## src/rtl/transpose_sequencer.sv

```systemverilog
`default_nettype none
// ============================================================================
// Module   : transpose_sequencer
// Purpose  : Flow-controlled ROWS x COLS bit-matrix transpose: fill ROWS rows,
//            then stream COLS transposed columns. Optional: TRANSPOSE_PARITY_EN.
// Revision : 1.0 - initial release
// ============================================================================
module transpose_sequencer #(
  parameter int ROWS = 32,
  parameter int COLS = 64
) (
  input  logic            clk,
  input  logic            reset,
  input  logic            abort,
  input  logic            in_valid,
  output logic            in_ready,
  input  logic [COLS-1:0] in_data,
  output logic            out_valid,
  input  logic            out_ready,
  output logic [ROWS-1:0] out_data,
  output logic            out_last,
  output logic            busy,
  output logic            done
`ifdef TRANSPOSE_PARITY_EN
  ,
  input  logic            in_parity,
  output logic            out_parity,
  output logic            in_parity_err
`endif
);

  localparam int WW = (ROWS > 1) ? $clog2(ROWS) : 1;
  localparam int RW = (COLS > 1) ? $clog2(COLS) : 1;
  localparam logic [WW-1:0] C_WR_LAST = WW'(ROWS - 1);
  localparam logic [RW-1:0] C_RD_LAST = RW'(COLS - 1);

  typedef enum logic [0:0] {
    S_FILL  = 1'b0,
    S_DRAIN = 1'b1
  } state_t;

  state_t          state_q, state_d;
  logic [WW-1:0]   wr_cnt_q, wr_cnt_d;
  logic [RW-1:0]   rd_cnt_q, rd_cnt_d;
  logic            busy_q, busy_d;
  logic            done_q, done_d;
  logic [COLS-1:0] mem_q [ROWS];
  logic [ROWS-1:0] w_col;
  logic            w_in_fire;
  logic            w_out_fire;

  // in_ready is gated by the reset input so it is low for the whole reset window
  assign in_ready   = reset && (state_q == S_FILL);
  assign out_valid  = (state_q == S_DRAIN);
  assign out_last   = out_valid && (rd_cnt_q == C_RD_LAST);
  assign out_data   = out_valid ? w_col : '0;
  assign busy       = busy_q;
  assign done       = done_q;
  assign w_in_fire  = in_valid && in_ready && !abort;
  assign w_out_fire = out_valid && out_ready && !abort;

  for (genvar j = 0; j < ROWS; j++) begin : g_col
    assign w_col[j] = mem_q[j][rd_cnt_q];
  end

  always_comb begin
    state_d  = state_q;
    wr_cnt_d = wr_cnt_q;
    rd_cnt_d = rd_cnt_q;
    busy_d   = busy_q;
    done_d   = 1'b0;
    if (abort) begin
      state_d  = S_FILL;
      wr_cnt_d = '0;
      rd_cnt_d = '0;
      busy_d   = 1'b0;
    end else begin
      case (state_q)
        S_FILL: begin
          if (w_in_fire) begin
            busy_d = 1'b1;
            if (wr_cnt_q == C_WR_LAST) begin
              wr_cnt_d = '0;
              state_d  = S_DRAIN;
            end else begin
              wr_cnt_d = wr_cnt_q + 1'b1;
            end
          end
        end
        S_DRAIN: begin
          if (w_out_fire) begin
            if (rd_cnt_q == C_RD_LAST) begin
              rd_cnt_d = '0;
              state_d  = S_FILL;
              busy_d   = 1'b0;
              done_d   = 1'b1;
            end else begin
              rd_cnt_d = rd_cnt_q + 1'b1;
            end
          end
        end
        default: state_d = S_FILL;
      endcase
    end
  end

  always_ff @(posedge clk or negedge reset) begin
    if (!reset) begin
      state_q  <= S_FILL;
      wr_cnt_q <= '0;
      rd_cnt_q <= '0;
      busy_q   <= 1'b0;
      done_q   <= 1'b0;
    end else begin
      state_q  <= state_d;
      wr_cnt_q <= wr_cnt_d;
      rd_cnt_q <= rd_cnt_d;
      busy_q   <= busy_d;
      done_q   <= done_d;
    end
  end

  // Storage is deliberately not reset; a matrix is only read after a full fill
  always_ff @(posedge clk) begin
    if (w_in_fire) begin
      mem_q[wr_cnt_q] <= in_data;
    end
  end

`ifdef TRANSPOSE_PARITY_EN
  logic parity_err_q;

  assign out_parity    = ^out_data;
  assign in_parity_err = parity_err_q;

  always_ff @(posedge clk or negedge reset) begin
    if (!reset) begin
      parity_err_q <= 1'b0;
    end else begin
      parity_err_q <= w_in_fire && ((^in_data) != in_parity);
    end
  end
`endif

endmodule
`default_nettype wire
```

## config.mk

```make
export PLATFORM = sky130hd
export DESIGN_NAME = transpose_sequencer
export DESIGN_NICKNAME = d
export VERILOG_FILES = /design/src/rtl/transpose_sequencer.sv
export SDC_FILE = /design/constraint.sdc
export NUM_CORES = 2
export LEC_CHECK = 0
export ABC_AREA = 1
export CORE_ASPECT_RATIO = 1.4
export CORE_UTILIZATION = 28
export DETAILED_ROUTE_END_ITERATION = 10
export GPL_ROUTABILITY_DRIVEN = 0
export PLACE_DENSITY_LB_ADDON = 0.12
export SYNTH_ARGS = -nofsm -noshare
export SYNTH_HDL_FRONTEND = slang
export SYNTH_SLANG_ARGS = --single-unit
```

## constraint.sdc

```tcl
create_clock -name clk -period 5.1 [get_ports clk]
set_clock_uncertainty 0.15 [all_clocks]
set_input_delay 1.02 -clock clk [delete_from_list [all_inputs] [get_ports clk]]
set_output_delay 1.02 -clock clk [all_outputs]
set_load 0.03 [all_outputs]
```

# Yosys cells after proc, flatten, opt, wreduce, memory -nomap -nowiden

Memory sizes are Yosys's and may differ from the RTL's.
Cells that the tools add are included.

Add/subtract/negate cells: 2
Reductions and logical operators: 13
Bitwise gates (word level): 1
Equal/unequal tests: 6
Order comparisons: 1
Mux-type cells: 90

Operator list:

| cell                                                  | number |
|---|---|
| binary-select mux 1 bit (select 6 bit)                | 32 |
| 2-to-1 mux 1 bit                                      | 47 |
| 2-to-1 mux 32 bit                                     | 1 |
| 2-to-1 mux 6 bit                                      | 4 |
| 2-to-1 mux 5 bit                                      | 4 |
| < comparator 6 x 7 -> 1 bit, second input constant    | 1 |
| adder 6 x 1 -> 6 bit, second input constant           | 1 |
| equality test 6 bit, second input constant            | 1 |
| logical AND 1 bit                                     | 6 |
| inequality test 3 x 2 -> 1 bit, second input constant | 2 |
| nonzero test 2 bit                                    | 3 |
| adder 5 x 1 -> 5 bit, second input constant           | 1 |
| equality test 5 bit, second input constant            | 1 |
| one-hot mux 1 bit (2 select lines)                    | 2 |
| AND reduction 2 bit                                   | 2 |
| inequality test 3 bit, second input constant          | 1 |
| AND reduction 3 bit                                   | 1 |
| inequality test 2 bit, second input constant          | 1 |
| logical NOT 1 bit                                     | 1 |
| inverter 1 bit                                        | 1 |

Bits of input ports: 69
Word-level logic and storage cells: 119
RAM bits: 2,048
Flip-flop bits (word level): 14
Memories: 1

Memory list:

| name  | depth | bits a word | read ports | clocked after Yosys merged registers in | wr ports | line | source |
|---|---|---|---|---|---|---|---|
| mem_q | 32    | 64          | 32         | 0                                       | 1        | 47   | `logic [COLS-1:0] mem_q [ROWS];` |

# Logic depth before layout (Yosys ltp)

Depth after elaboration: 7
Mapped depth: 13
Gate-level depth less buffers: 11

# Worst setup path before layout

OpenSTA, ideal clock, no wires.

Path kind: input -> register
Start: input reset
End: memory mem_q[0][0] (enable)
Cell stages on the path: 6
Data arrival time: 4.897 ns
Path slack: -0.433 ns
Library setup time: 0.487 ns
Path buffers: 0
Path through: inv_1 > nor2_1 > nand2_1 > nor2_1 > nand2_1 > nor2_1

Word-level cells in the longest chain between the ends: 5

RTL lines:

| what                                   | line | source |
|---|---|---|
| start: declaration                     | 13   | `input logic reset,` |
| logical AND 1 bit                      | 53   | `assign in_ready = reset && (state_q == S_FILL);` |
| named net in_ready                     | 16   | `output logic in_ready,` |
| logical AND 1 bit (2 in a row)         | 59   | `assign w_in_fire = in_valid && in_ready && !abort;` |
| 2-to-1 mux 1 bit                       | 125  | `if (w_in_fire) begin` |
| 2-to-1 mux 1 bit (not written as such) | 126  | `mem_q[wr_cnt_q] <= in_data;` |
| end: declaration                       | 47   |  |

The timed path passes the listed nets, and every way through them passes these cells.

# Worst setup path after layout

Start: register rd_cnt_q[1]
End: output out_data[26]

Word-level cells in the longest chain between the ends: 3

RTL lines:

| what                                   | line | source |
|---|---|---|
| start: declaration                     | 44   | `logic [RW-1:0] rd_cnt_q, rd_cnt_d;` |
| start signal: assignment               | 117  | `rd_cnt_q <= rd_cnt_d;` |
| binary-select mux 1 bit (select 6 bit) | 63   | `assign w_col[j] = mem_q[j][rd_cnt_q];` |
| 2-to-1 mux 1 bit (not written as such) | 63   |  |
| 2-to-1 mux 32 bit                      | 56   | `assign out_data = out_valid ? w_col : '0;` |
| end: declaration                       | 20   | `output logic [ROWS-1:0] out_data,` |

No other way between the ends. The select of a mux whose other input is x is not followed.

==> flow_summary_export.csv <==
group,metric,value,unit
yosys,synth_top_cell_area_share,0.7422,
power,power.share.combinational,0.016,
floorplan,coreArea,294700,um^2
clocking,cts_buffers,213,
critical_path,worst-endpoint-required,3.93,ns
global_route,initial_antenna_violation_count,19,
timing,setup_total_negative_slack,0,ns
critical_path,criticalPathCategory,"reg -> out",
power,pwr-share-seq,0.545,
final_layout,filler_cell_count,29600,
yosys,mappedNetlistArea,82860,um^2
placed_design,buffer_ports.inserted,105,
timing,setup_slack,0.1356,ns
global_route,via_count_of_the_first_global_routing_pass,52790,
timing,period_needed,4.964,ns
final_layout,final_core_util,0.3299,
power,clkPwrFrac,0.439,
status,outcome,"finished, final reports clean",
critical_path,critPathLaunchType,"flop",
global_route,first_pass_grt_wire_length,431000,um
critical_path,cp-end-kind,"primary output",
final_layout,nets,7321,
detailed_routing,drtIter0Drc,4610,
yosys,yosysTopAreaCell,"edfxtp_1",
global_route,grt_usage,0.2057,
yosys,sequential_area_share_after_synthesis,0.7464,
timing,finalSetupViolations,0,
critical_path,worst_r2r_endpoint,"mem_q[22][11]",
floorplan,dieArea,298200,um^2
timing,fmax,0.2014,GHz
timing,rsz0062_at_grt,"no",
timing,min_period_over_period,0.9734,
worst_hold_path,hp-class,"in -> async",
detailed_routing,drt.antenna.violating_nets,0,
clocking,worst_skew_pair.late_latency,0.86,ns
global_route,grt_start_max_net_pins,109,
floorplan,die_h,645.7,um
yosys,ys_warn_count,0,
detailed_routing,dr_total_vias,54590,
detailed_routing,routed_wirelength,310900,um
global_route,globalRoute.busiestLayer,"met2",
critical_path,crit_path_max_incr_delay,0.58,ns
critical_path,ff2ff_setup_slack,1.80,ns
timing,slew_viol_final,0,
power,max_vdd_drop,0.2873,mV
timing,final_hold_violation_count,0,
yosys,mappedNetlistNets,7135,
clocking,cts.reportedPaths.clkPinSlew,0.07,ns
detailed_routing,wl_per_cell,27.45,um
power,cellInternalPower,27110,uW
critical_path,timing.reg2reg.worst_path_depth,6,
detailed_routing,avgViaCountPerCell,4.819,
clocking,master_cell_of_the_clock_root_buffer,"clkbuf_16",
global_route,grt-ovfl-total,0,
final_layout,area_delta_synth_final,17.33,%
power,p_per_area,352.4,nW/um^2
detailed_routing,detail_route.first_pass.iterations,5,
global_route,use_met2,0.3732,
power,switchingPower,7148,uW
floorplan,starting_utilization_of_the_core_area,0.2812,
critical_path,worstPathCellList,"buf_12, buf_4, nand3_1, nand3_1, nand3_1, nand3_1, nand3_1, nand2_1, nor2_1, buf_12",
final_layout,drive_gt1_frac,0.09501,
clocking,clock_path_buffers,4,
clocking,tritoncts,"yes",
timing,hold_ws,0.3941,ns
critical_path,timing.rr.start,"out_valid",
yosys,synth.area.top_cells,"edfxtp_1 74%, nand2_1 13%, nand3_1 6.6%",
detailed_routing,drc,0,
global_route,met1_usage,0.2539,
critical_path,timing.critical_path.fanout_max,55,
critical_path,crit_top_cell,"nand3_1",
clocking,clock_sink_count,2062,
power,leakagePower,0.03476,uW
timing,worstMarginPinSlew,1.177,ns
placed_design,detailed_place_hpwl,174900,um
yosys,ys_seq_elements,2062,
timing,maxSlewHeadroom,0.2150,
power,power.switching_fraction,0.2087,
yosys,netlist-cell-type-count,22,
placed_design,placed_area,90230,um^2
flow_run,timing.max_cap.violations,0,
placed_design,pre_cts_ws,0.6102,ns
critical_path,crit_slowest_cell,"dfrtp_4",
floorplan,die_width,461.8,um
clocking,cts_hold_buffers,0,
floorplan,io-pin-count,106,
yosys,syn_avg_cell_area,11.74,um^2
critical_path,cp_data_arrival_time,3.79,ns
clocking,cts_htree_levels,4,
global_route,globalRouteMet3Util,0.02052,
final_layout,post-route-cell-area,97220,um^2
floorplan,floorplan.rows,236,
yosys,netlist_instances,7060,
## cell usage after synthesis, drive strengths merged
cell type,count
nand3,1095
nor2,200
buf,311
o21ai,10
edfxtp,2048
xnor2,2
dfrtp,14
inv,24
nor3,31
a21oi,281
xor2,3
ha,6
o22ai,5
clkinv,1
clkbuf,113
nand2,2916
## power groups by stage
stage	clock, uW	combinational (uW)	sequential (uW)
after global routing	16000	589	18700
final	15000	563	18700
after detailed placement	0	587	19000
after global placement	0	584	19000
after floorplan	0	25.8	19000
after CTS	15400	586	18700
## routing by layer
layer  wire length (um)  vias to the layer above
met2             161700                     1349
li1                   -                    24850
met4              10140                        0
met3              12620                      369
met5                  0                        -
met1             126400                    28020
## per-stage QoR
step	total power, uW	instances
floorplan	19050	7060
global placement	19610	10940
detailed placement	19610	10940
CTS	34650	11320
global route	35190	11330
finish	34260	11330
## critical path: cells and delay by family (launching register included)
kind / cells / cell delay [ns]
flops: 1 / 0.58
simple gates: 7 / 1.31
buf+inv: 3 / 0.86
## final cells by class
type / instances / area, um^2 / share of cell area
repair buffers: 394 / 4499 / 0.04628
multi-input cells: 4549 / 19370 / 0.1992
clock inverters: 108 / 879.6 / 0.009047
repair inverters: 1 / 8.758 / 0.00009008
diodes: 2 / 5.005 / 0.00005148
clock buffers: 260 / 5528 / 0.05686
well taps: 3927 / 4913 / 0.05054
inverters: 25 / 156.4 / 0.001609
flip-flops and latches: 2062 / 61870 / 0.6363
## timing repair
item,4_1_cts,5_1_grt
endpoints found under the setup margin,29,12
resized for setup,55,5
setup buffers,8,2
pin swaps,1,1
cloned,6,1
## state kept, by name (all words and copies together), names as in the netlist
| register | flops |
|---|---|
| mem_q | 2048 |
| rd_cnt_q | 6 |
| wr_cnt_q | 5 |
| busy | 1 |
| done | 1 |
| out_valid | 1 |
## kinds of logic (layout without fill, tap and decap cells)
group,after synthesis,after routing,share of synthesized area
other,0,2,0
AO/OA/AOI/OAI,296,296,0.01795
AND/OR/NAND/NOR,4242,4242,0.2094
flip-flops,2062,2062,0.7464
buffers and inverters,449,788,0.02482
adder cells (fa/ha/maj),6,6,0.0009060
XOR/XNOR,5,5,0.0005286
## placed cells by master (no fill, tap or decap), types with 6 or more instances in the layout
cell             instances
clkbuf_16              215
clkdlybuf4s50_1         46
dfrtp_1                  8
nor2_2                  13
inv_1                   18
nor2_4                  35
nor3_1                  24
nor2_1                 151
nand3_1               1080
ha_1                     6
buf_12                  90
buf_4                  211
buf_16                  10
bufinv_16               15
nor3_2                   7
o21ai_0                 10
nand2_1               2915
buf_2                   25
clkbuf_1                46
edfxtp_1              2048
clkinv_2                35
a21oi_1                281
nand3_2                 15
clkinv_1                53
## worst max-delay path by stage
stage,startpoint,endpoint,cells past startpoint,slack (ns)
4_1_cts,rd_cnt_q[1],out_data[30],10,0.001
6_report,rd_cnt_q[1],out_data[26],10,0.14
3_3_place_gp,reset,mem_q[22][25],8,0.55
5_1_grt,rd_cnt_q[0],out_data[29],12,0.005
2_1_floorplan,reset,mem_q[0][0],6,-0.43
3_5_place_dp,reset,mem_q[22][27],8,0.61
(Power assumes the default switching activity.)
